[src/rtl/seq_add_sub_pkg.sv]
// Shared ALU definitions: FSM state encoding and CTRL opcodes for the
// multi-cycle adder/subtractor.
package alu_pkg;

  typedef enum logic [1:0] {
    ST_IDLE = 2'd0,
    ST_RUN  = 2'd1,
    ST_DONE = 2'd2
  } state_t;

  localparam logic OP_ADD = 1'b0;
  localparam logic OP_SUB = 1'b1;

endpackage

[src/rtl/seq_add_sub_seg.sv]
// Ripple-carry segment adder built from full_adder cells; also exposes the
// carry into its top bit so the caller can form signed overflow.
module full_adder (
  input  logic a,
  input  logic b,
  input  logic cin,
  output logic sum,
  output logic cout
);
  assign sum  = a ^ b ^ cin;
  assign cout = (a & b) | (cin & (a ^ b));
endmodule

module seg_adder #(
  parameter int SEG = 4
) (
  input  logic [SEG-1:0] a,
  input  logic [SEG-1:0] b,
  input  logic           cin,
  output logic [SEG-1:0] sum,
  output logic           cout,
  output logic           c_msb_in
);
  logic [SEG:0] c;

  assign c[0] = cin;

  for (genvar i = 0; i < SEG; i++) begin : g_fa
    full_adder u_fa (
      .a    (a[i]),
      .b    (b[i]),
      .cin  (c[i]),
      .sum  (sum[i]),
      .cout (c[i+1])
    );
  end

  assign cout     = c[SEG];
  assign c_msb_in = c[SEG-1];
endmodule

[src/rtl/seq_add_sub.sv]
// Multi-cycle add/sub: one SEG-bit segment rippled per clock, valid/ready on
// both sides, carry/borrow, signed-overflow and zero flags.
module seq_add_sub
  import alu_pkg::*;
#(
  parameter int WIDTH = 16,
  parameter int SEG   = 4
) (
  input  logic             CLK,
  input  logic             RST,
  input  logic [WIDTH-1:0] A,
  input  logic [WIDTH-1:0] B,
  input  logic             CTRL,
  input  logic             IN_VALID,
  output logic             IN_READY,
  output logic [WIDTH:0]   S,
  output logic             OVF,
  output logic             ZERO,
  output logic             OUT_VALID,
  input  logic             OUT_READY
);
  localparam int NSEG = WIDTH / SEG;
  localparam int IDXW = (NSEG > 1) ? $clog2(NSEG) : 1;

  state_t           state, state_n;
  logic [WIDTH-1:0] a_r, b_r, acc, acc_n, seg_mask;
  logic             ctrl_r, carry_r;
  logic [IDXW-1:0]  idx;
  logic             accept, last;
  logic [SEG-1:0]   a_seg, b_seg, sum_seg;
  logic             cout_seg, cmsb_seg;
  int unsigned      shamt;

  // Single segment adder shared across cycles; idx picks the slice.
  always_comb begin
    shamt    = 32'(idx) * 32'(SEG);
    a_seg    = SEG'(a_r >> shamt);
    b_seg    = SEG'(b_r >> shamt);
    seg_mask = WIDTH'({SEG{1'b1}}) << shamt;
    acc_n    = (acc & ~seg_mask) | (WIDTH'(sum_seg) << shamt);
    last     = (idx == IDXW'(NSEG - 1));
  end

  seg_adder #(
    .SEG (SEG)
  ) u_seg (
    .a        (a_seg),
    .b        (b_seg),
    .cin      (carry_r),
    .sum      (sum_seg),
    .cout     (cout_seg),
    .c_msb_in (cmsb_seg)
  );

  always_ff @(posedge CLK) begin
    if (RST) state <= ST_IDLE;
    else     state <= state_n;
  end

  always_comb begin
    state_n  = state;
    IN_READY = 1'b0;
    accept   = 1'b0;
    case (state)
      ST_IDLE: begin
        IN_READY = 1'b1;
        if (IN_VALID) begin
          accept  = 1'b1;
          state_n = ST_RUN;
        end
      end
      ST_RUN: begin
        if (last) state_n = ST_DONE;
      end
      ST_DONE: begin
        IN_READY = OUT_READY;
        if (OUT_READY) begin
          if (IN_VALID) begin
            accept  = 1'b1;
            state_n = ST_RUN;
          end else begin
            state_n = ST_IDLE;
          end
        end
      end
      default: state_n = ST_IDLE;
    endcase
    if (RST) begin
      IN_READY = 1'b0;
      accept   = 1'b0;
    end
  end

  assign OUT_VALID = (state == ST_DONE);

  // Result registers only load on the final segment, so a partial sum is
  // never visible on S even though acc changes every RUN cycle.
  always_ff @(posedge CLK) begin
    if (RST) begin
      a_r     <= '0;
      b_r     <= '0;
      acc     <= '0;
      ctrl_r  <= 1'b0;
      carry_r <= 1'b0;
      idx     <= '0;
      S       <= '0;
      OVF     <= 1'b0;
      ZERO    <= 1'b0;
    end else begin
      if (accept) begin
        a_r     <= A;
        b_r     <= B ^ {WIDTH{CTRL == OP_SUB}};
        ctrl_r  <= CTRL;
        carry_r <= CTRL;
        idx     <= '0;
      end else if (state == ST_RUN) begin
        acc     <= acc_n;
        carry_r <= cout_seg;
        idx     <= idx + 1'b1;
        if (last) begin
          S    <= {cout_seg ^ ctrl_r, acc_n};
          OVF  <= cmsb_seg ^ cout_seg;
          ZERO <= (acc_n == '0);
        end
      end
    end
  end

endmodule

[config.mk]
export PLATFORM = sky130hd
export DESIGN_NAME = seq_add_sub
export DESIGN_NICKNAME = d
export VERILOG_FILES = /design/src/rtl/seq_add_sub_pkg.sv /design/src/rtl/seq_add_sub_seg.sv /design/src/rtl/seq_add_sub.sv
export SDC_FILE = /design/constraint.sdc
export NUM_CORES = 1
export LEC_CHECK = 0
export CAP_MARGIN = 20
export CORE_UTILIZATION = 40
export CTS_BUF_LIST = sky130_fd_sc_hd__clkbuf_8
export CTS_CLUSTER_SIZE = 20
export DETAILED_ROUTE_END_ITERATION = 6
export PLACE_DENSITY_LB_ADDON = 0.05
export SLEW_MARGIN = 20
export SYNTH_ARGS = -nofsm -noshare
export SYNTH_HDL_FRONTEND = slang
export SYNTH_HIERARCHICAL = 1
export SYNTH_SLANG_ARGS = --single-unit
[constraint.sdc]
create_clock -name CLK -period 4.25 [get_ports CLK]
set_input_delay 0.425 -clock CLK [delete_from_list [all_inputs] [get_ports CLK]]
set_output_delay 0.425 -clock CLK [all_outputs]
set_load 0.03 [all_outputs]
**Yosys cells after proc, flatten, opt, wreduce, memory -nomap -nowiden**

Index checks and enable logic that the tools add are counted.

- $add $sub $neg: 1
- Multiply operators: 0
- Divide/modulo/power cells: 0
- $lt $le $gt $ge: 0
- Equal/unequal tests: 6
- Shift operators: 4
- Muxes and demuxes: 13
- Bitwise operators: 27
- Reduce and logical (&&, ||, !) cells: 7

Operators by type and width:

| cell | number |
|---|---|
| >> shifter 16 x 4 -> 4 bit | 2 |
| AND 16 bit | 1 |
| zero test 16 bit | 1 |
| inverter 16 bit | 1 |
| OR 16 bit | 1 |
| << shifter 4 x 4 -> 16 bit | 1 |
| << shifter 4 x 4 -> 16 bit, first input constant | 1 |
| bitwise XOR 16 bit | 1 |
| bitwise XOR 1 bit | 10 |
| AND 1 bit | 8 |
| two-way mux 1 bit | 7 |
| two-way mux 2 bit | 3 |
| case mux 2 bit (3 select lines) | 1 |
| AND reduction 3 bit | 2 |
| == test 2 bit, second input constant | 2 |
| inequality test 2 bit, second input constant | 2 |
| OR 1 bit | 4 |
| case mux 1 bit (2 select lines) | 2 |
| adder 2 x 1 -> 2 bit, second input constant | 1 |
| == test 2 x 1 -> 1 bit, second input constant | 1 |
| zero test 2 bit | 1 |
| inequality test 2 x 1 -> 1 bit, second input constant | 1 |
| AND reduction 2 bit | 1 |
| nonzero test 2 bit | 1 |
| other kinds (2) | 2 |

- Flip-flop bits (word level): 73
- Latch bits: 0
- Memory bits (writable): 0
- ROM bits: 0
- Bits of input ports: 37
- Output and inout bits: 21
- Word-level logic and storage cells: 68
- Memories: 0

**Longest topological paths before layout**

Gate-level depths: netlist of the first run.

- Word-level depth: 12
- Gate-level depth with buffers: 10
- Mapped depth without buffers: 8

**Hierarchy**

Netlist of the first run, hierarchy kept.

By module, submodules not included:

| module | times used | cells each | area each (µm²) | sequential area each (µm²) |
|---|---|---|---|---|
| seq_add_sub | 1 | 284 | 2,975.4 | 1,401.3 |
| full_adder | 4 | 1 | 20.0 | 0.0 |

**Worst setup path after synthesis of the first run**

Ideal clock, no wire load.

- Path type: reg-to-reg
- Start: reg idx[0]
- End: reg ZERO
- Library setup time: 0.087 ns
- Arrival time: 3.701 ns
- Data required time: 4.163 ns
- Setup slack: 0.462 ns
- Cell stages (with the launch flop): 11
- Path buffers: 2
- Period minus slack after synthesis: 3.788 ns
- Cell sequence: dfxtp_1 -> buf_2 -> buf_2 -> mux4_2 -> fa_1 -> fa_1 -> fa_1 -> fa_1 -> a221oi_1 -> nand4_1 -> o31ai_1

- Cells in the longest elaborated chain, start to end: 12
- Elaborated cells on any way between the ends: 27
- Those cells by class: eq/ne: 1; shift: 4; bitwise: 20; reduce/logical: 2

Ends and longest elaborated chain:

| item | line | source |
|---|---|---|
| start, declared | seq_add_sub.sv:28 | `logic [IDXW-1:0] idx;` |
| start signal, assigned | seq_add_sub.sv:119 | `idx <= idx + 1'b1;` |
| >> shifter 16 x 4 -> 4 bit * | seq_add_sub.sv:37 | `a_seg = SEG'(a_r >> shamt);` |
| via a_seg[0] | seq_add_sub.sv:30 | `logic [SEG-1:0] a_seg, b_seg, sum_seg;` |
| bitwise XOR 1 bit | seq_add_sub_seg.sv:11 | `assign cout = (a & b) \| (cin & (a ^ b));` |
| AND 1 bit | seq_add_sub_seg.sv:11 |  |
| OR 1 bit * | seq_add_sub_seg.sv:11 |  |
| via u_seg.c[1] | seq_add_sub_seg.sv:24 | `logic [SEG:0] c;` |
| AND 1 bit * | seq_add_sub_seg.sv:11 |  |
| OR 1 bit * | seq_add_sub_seg.sv:11 |  |
| via u_seg.c[2] | seq_add_sub_seg.sv:24 |  |
| AND 1 bit * | seq_add_sub_seg.sv:11 |  |
| OR 1 bit * | seq_add_sub_seg.sv:11 |  |
| via cmsb_seg | seq_add_sub.sv:31 | `logic cout_seg, cmsb_seg;` |
| bitwise XOR 1 bit * | seq_add_sub_seg.sv:10 | `assign sum = a ^ b ^ cin;` |
| via sum_seg[3] | seq_add_sub.sv:30 |  |
| << shifter 4 x 4 -> 16 bit * | seq_add_sub.sv:40 | `acc_n = (acc & ~seg_mask) \| (WIDTH'(sum_seg) << shamt);` |
| OR 16 bit * | seq_add_sub.sv:40 |  |
| zero test 16 bit * | seq_add_sub.sv:123 | `ZERO <= (acc_n == '0);` |
| end signal, assigned | seq_add_sub.sv:123 |  |
| end, declared | seq_add_sub.sv:18 | `output logic ZERO,` |

Mark *: on every way through the listed nets, which the timed path passes. The rest lies on a longest branch.
A chain may end at the register's enable or synchronous reset.

**Worst setup path after layout of the first run**

Same ends and word-level chain as after synthesis.

==> flow_metrics.tcl, run 1 <==
set metrics [dict create \
    synth_top_area_frac 0.459 \
    arrival_ps 3820 \
    routedWlPerCell_um 14.4 \
    cts_tree "yes" \
    ios 58 \
    maxSlewViolCount 0 \
    finClkSkew_ps 3.39 \
    fp.dieH_um 89.4 \
    async_flop_share 0 \
    powerDensity_mw_per_mm2 401 \
    cts_inserted_buffers 9 \
    dp_hpwl_um 4440 \
    cp.buffers_inverters 0 \
    grt_pass1_vias 2250 \
    rsz0062_at_grt "no" \
    whs_ps 457 \
    relSlewSlack 0.406 \
    cp_top_family "adder cells" \
    cts_hold_buffers 0 \
    grt_pass1_wl_um 10800 \
    leakagePower_nw 1.43 \
    min_path_type "register to register" \
    synth.area.top_cells "dfxtp_1 46%, a22o_1 9.7%, a211oi_1 6.6%, mux4_2 5.9%, xor2_1 4.6%" \
    critPathCaptureType "register" \
    synth.avg_cell_area_um2 10.6 \
    layout.nets 382 \
    dpl.cell_count 425 \
    antenna_found_initial 0 \
    synth-seq-area-share 0.459 \
    place_congestion 0.784 \
    critPathMaxFanout 6 \
    ys_ff_latch 70 \
    status "finished clean" \
    firstDrtPassIters 4 \
    period_needed_ps 3560 \
    clk_pin_slew_ps 70 \
    synth_area_mm2 0.00306 \
    timing.final.crit_share 0.837 \
    yosys_warnings 6 \
    layout-drive-gt1-share 0.108 \
    finalSetupTns_ps 0 \
    fp.dieW_um 89.4 \
    syn_inst 288 \
    cts_resized 0 \
    cpMostUsedCell "fa_1" \
    yosysTopAreaCell "dfxtp_1" \
    vias_per_cell 5.16 \
    multi_input_area_mm2 0.00150 \
    cp_cell_sequence "mux4_2, fa_1, fa_1, fa_1, fa_1, a221oi_1, nand4_1, o31ai_1" \
    cpPeakStageDelay_ps 560 \
    start_util 0.417 \
    drc 0 \
    clk_latency_ps 340 \
    syn-num-nets 333 \
    fin_area_mm2 0.00389 \
    finalSetupViolations 0 \
    grt_usage 0.181 \
    fp.dieArea_mm2 0.00799 \
    min_path_cells 2 \
    synthFlopType "dfxtp_1" \
    cts.htree.levels 3 \
    grt_max_degree 38 \
    port_buffers 57 \
    fillers 666 \
    final_antenna_net_count 0 \
    fmaxAchievable_ghz 0.281 \
    synth_edf_count 0 \
    diodes 0 \
    required_ps 4510 \
    vdd.ir_drop.worst_uv 152 \
    overflow 0 \
    critPathKind "register to register" \
    stdcell_count 441 \
    cts-root-buf "clkbuf_8" \
    coreArea_mm2 0.00733 \
    hold_viol 0 \
    drt_wl_total_um 6360 \
    cts_buffer_depth 2 \
    num_vias 2276 \
    area_delta_synth_final_pct 27.4 \
    row_count 31 \
    dpl_cell_area_mm2 0.00365 \
    synth_cell_types 37 \
    worst-path-stages 8 \
    cpMaxStageDelayCell "fa_1" \
    tightest_slew_ps 888 \
    drt-initial-drc-count 88 \
    post_cts_buffers 0 \
    power_w 0.00156 \
    maxCapViolCount 0 \
    clkSinkCount 70 \
    startpoint_type "register" \
    seqCellArea_mm2 0.00140 \
    rr_worst_depth 8 \
]
[synth_stat cells (4+ instances only)]
cell / count
nand2_1: 4
a22oi_1: 4
mux4_2: 8
xor2_1: 16
dfxtp_1: 70
a22o_1: 34
buf_1: 4
a21oi_1: 14
nor2_1: 33
buf_6: 4
nand4_1: 4
fa_1: 4
ha_1: 4
buf_2: 14
a211oi_1: 27
nor2b_1: 11
[path summary, 6_finish.rpt]
check	from	to	slack (ps)
worst max-delay path	idx[0]	ZERO	690
worst min-delay path	S[12]	S[12]	460
worst max register to register	idx[0]	ZERO	690
worst min register to register	S[12]	S[12]	460
[power by group]
group | internal (W) | total (W) | switching, W
clock | 0.000386 | 0.000636 | 0.000249
sequential | 0.000691 | 0.000712 | 0.0000207
combinational | 0.000106 | 0.000213 | 0.000107
total | 0.00118 | 0.00156 | 0.000377
[worst min-delay path, stage by stage, from the launching register on]
cell and delay [ps]:
dfxtp_1 310, nand2_1 50, a21oi_1 50
[logic make-up (layout without fill, tap and decap cells)]
| group | Yosys count | in the layout | synth area share |
|---|---|---|---|
| mux | 9 | 9 | 0.0627 |
| fa+ha+maj | 8 | 8 | 0.0426 |
| flops | 70 | 70 | 0.459 |
| simple gates | 69 | 69 | 0.120 |
| compound gates | 84 | 84 | 0.210 |
| xor+xnor | 19 | 19 | 0.0545 |
| buf+inv | 29 | 83 | 0.0512 |
[metrics by stage]
stage | setup slack (ps) | utilization
global placement | 753 | 0.498
floorplan | 462 | -
detailed placement | 703 | 0.499
global route | 490 | 0.531
finish | 691 | 0.531
CTS | 678 | 0.531
[metal layers]
metal,GRT usage,part of all wire,up-vias
li1,-,-,1152
met1,0.230,0.47,1054
met2,0.285,0.47,53
met3,0.0369,0.032,17
met4,0.108,0.027,0
met5,0,0,-
[registers in the layout (all words and copies together) (netlist names)]
| name | cells |
|---|---|
| a_r | 16 |
| ZERO | 1 |
| state | 2 |
| carry_r | 1 |
| S | 17 |
| OVF | 1 |
| idx | 2 |
| b_r | 16 |
| acc | 13 |
| ctrl_r | 1 |
[placed cells by master, fill, tap and decap left out, types with 2 or more instances in the layout]
| cell | n |
|---|---|
| a211oi_1 | 27 |
| a21oi_1 | 14 |
| a22o_1 | 34 |
| a22oi_1 | 4 |
| and2_1 | 2 |
| buf_4 | 6 |
| bufinv_16 | 3 |
| clkbuf_8 | 9 |
| clkdlybuf4s50_1 | 57 |
| clkinv_2 | 3 |
| dfxtp_1 | 70 |
| fa_1 | 4 |
| ha_1 | 4 |
| inv_1 | 2 |
| inv_2 | 2 |
| mux4_2 | 8 |
| nand2_1 | 4 |
| nand3b_1 | 2 |
| nand4_1 | 4 |
| nor2_1 | 33 |
| nor2b_1 | 11 |
| nor2b_4 | 3 |
| nor3_1 | 2 |
| xnor2_1 | 3 |
| xor2_1 | 16 |
[layout make-up]
| cell class | count | share of cell area |
|---|---|---|
| Multi-Input combinational cell | 189 | 0.385 |
| Sequential cell | 70 | 0.360 |
| Timing Repair Buffer | 63 | 0.158 |
| Clock buffer | 9 | 0.0318 |
| Tap cell | 99 | 0.0318 |
| Clock inverter | 7 | 0.0289 |
| Inverter | 4 | 0.00386 |
Power figures use the tool's default switching activity.
==> run 2: changes to the inputs <==
==> constraint.sdc (replaced) <==
create_clock -name CLK -period 3 [get_ports CLK]
set_input_delay 0.3 -clock CLK [delete_from_list [all_inputs] [get_ports CLK]]
set_output_delay 0.3 -clock CLK [all_outputs]
set_load 0.03 [all_outputs]
==> flow_metrics.tcl, run 2 (same netlist as run 1, synthesis figures left out) <==
set metrics [dict create \
    status "finished with violations" \
    violations "setup timing" \
    cts.htree.levels 3 \
    num_vias 2322 \
    drt-initial-drc-count 60 \
    r2r_end "ZERO" \
    cpMostUsedCell "fa_2" \
    cp_cell_sequence "mux4_2, fa_2, fa_2, fa_2, fa_2, buf_4, a21oi_4, o2111ai_1, o31ai_1" \
    area_delta_synth_final_pct 31.5 \
    layout_common_cells "69 x dfxtp_1, 57 x clkdlybuf4s50_1, 34 x a22o_1, 33 x nor2_1, 24 x a211oi_1" \
    reg2reg_from "idx[0]" \
    clkSinkCount 70 \
    final_common_cell "dfxtp_1" \
    grt_max_degree 37 \
    required_ps 3240 \
    grt_usage 0.185 \
    relSlewSlack 0.411 \
    dpl_cell_area_mm2 0.00377 \
    fin_ws_ps -271 \
    maxCapViolCount 0 \
    cts_hold_buffers 0 \
    final_antenna_net_count 0 \
    clk_pin_slew_ps 70 \
    routedWlPerCell_um 14.6 \
    min_path_cells 2 \
    overflow 0 \
    drt_wl_total_um 6640 \
    largest_reg_flops 17 \
    finalSetupViolations 7 \
    port_buffers 57 \
    min_path_type "register to register" \
    tightest_slew_ps 880 \
    cpPeakStageDelay_ps 510 \
    cts_buffer_depth 2 \
    largest-register "S" \
    cts_inserted_buffers 9 \
    vdd.ir_drop.worst_uv 198 \
    critPathMaxFanout 4 \
    r2r_slack_ps -270 \
    cp.buffers_inverters 1 \
    min-delay-start "S[14]" \
    clk_latency_ps 340 \
    cts_tree "yes" \
    firstDrtPassIters 4 \
    layout.nets 399 \
    fin_util 0.548 \
    drc 0 \
    diodes 0 \
    ios 58 \
    grt_pass1_vias 2171 \
    place_congestion 0.782 \
    finClkSkew_ps 6.96 \
    critPathKind "register to register" \
    layout-drive-gt1-share 0.174 \
    cp_top_family "adder cells" \
    stdcell_count 456 \
    fp.dieH_um 89.4 \
    startpoint_type "register" \
    cpMaxStageDelayCell "mux4_2" \
    critPathCaptureType "register" \
    antenna_found_initial 0 \
    period_needed_ps 3270 \
    grt_pass1_wl_um 10900 \
    coreArea_mm2 0.00733 \
    rsz0062_at_grt "yes" \
    cts-root-buf "clkbuf_8" \
    leakagePower_nw 1.50 \
    maxSlewViolCount 0 \
    powerDensity_mw_per_mm2 509 \
    reg_top3 "S: 17 flops, a_r: 16 flops, b_r: 16 flops" \
    row_count 31 \
    fmaxAchievable_ghz 0.306 \
    rr_worst_depth 9 \
    start_util 0.417 \
    fp.dieW_um 89.4 \
    dpl_worst_slack_ps -286 \
    timing.final.crit_share 1.09 \
    dpl.cell_count 438 \
    dp_hpwl_um 4610 \
    fp.dieArea_mm2 0.00799 \
    hold_viol 0 \
    arrival_ps 3510 \
    vias_per_cell 5.09 \
    worstHoldEndpoint "S[14]" \
    fin_area_mm2 0.00402 \
]
==> run 2: worst max path at each step <==
| stage | depth (start not counted) | start | slack, ps | to |
|---|---|---|---|---|
| floorplan | 10 | idx[0] | -400 | ZERO |
| global placement | 8 | idx[0] | -220 | ZERO |
| detailed placement | 8 | idx[0] | -290 | ZERO |
| CTS | 8 | idx[0] | -190 | ZERO |
| global route | 9 | idx[0] | -370 | ZERO |
| finish | 9 | idx[0] | -270 | ZERO |
==> run 2: metrics by stage <==
step / total power [W] / TNS (ps) / hold WS (ps)
floorplan: 0.00124 / -1890 / 425
global placement: 0.00136 / -476 / 446
detailed placement: 0.00136 / -827 / 448
CTS: 0.00205 / -811 / 458
global route: 0.00215 / -1610 / 474
finish: 0.00204 / -925 / 455
==> run 2: cell type report <==
class | instances | area (µm²)
tap | 99 | 124
fill | 646 | 3310
clock buffer | 12 | 165
multi-input combinational | 189 | 1550
sequential | 70 | 1410
timing repair buffer | 80 | 747
clock inverter | 2 | 8.76
inverter | 4 | 15.0
==> run 2: power breakdown <==
part / internal, W / switching (W) / leakage, nW
registers: 0.000980 / 0.0000301 / 0.573
clock network: 0.000355 / 0.000324 / 0.0955
logic: 0.000186 / 0.000169 / 0.830
total: 0.00152 / 0.000523 / 1.50
==> run 2: tightest hold or removal path, stage by stage (launching register included) <==
cell	delay, ps
dfxtp_1	310
nand2_1	50
a21oi_1	50
==> run 2: what timing repair did <==
action                     CTS  global route
setup endpoints to repair    9             9
gates resized for setup      3             6
cloned                       0             0
pin swaps                    9             4
setup buffers                2             2
==> run 2: per-layer routing <==
| metal | GRT usage | wire [µm] | vias up |
|---|---|---|---|
| li1 | - | - | 1181 |
| met1 | 0.238 | 3110 | 1086 |
| met2 | 0.285 | 3170 | 46 |
| met3 | 0.0619 | 245 | 9 |
| met4 | 0.0765 | 118 | 0 |
| met5 | 0 | 0 | - |
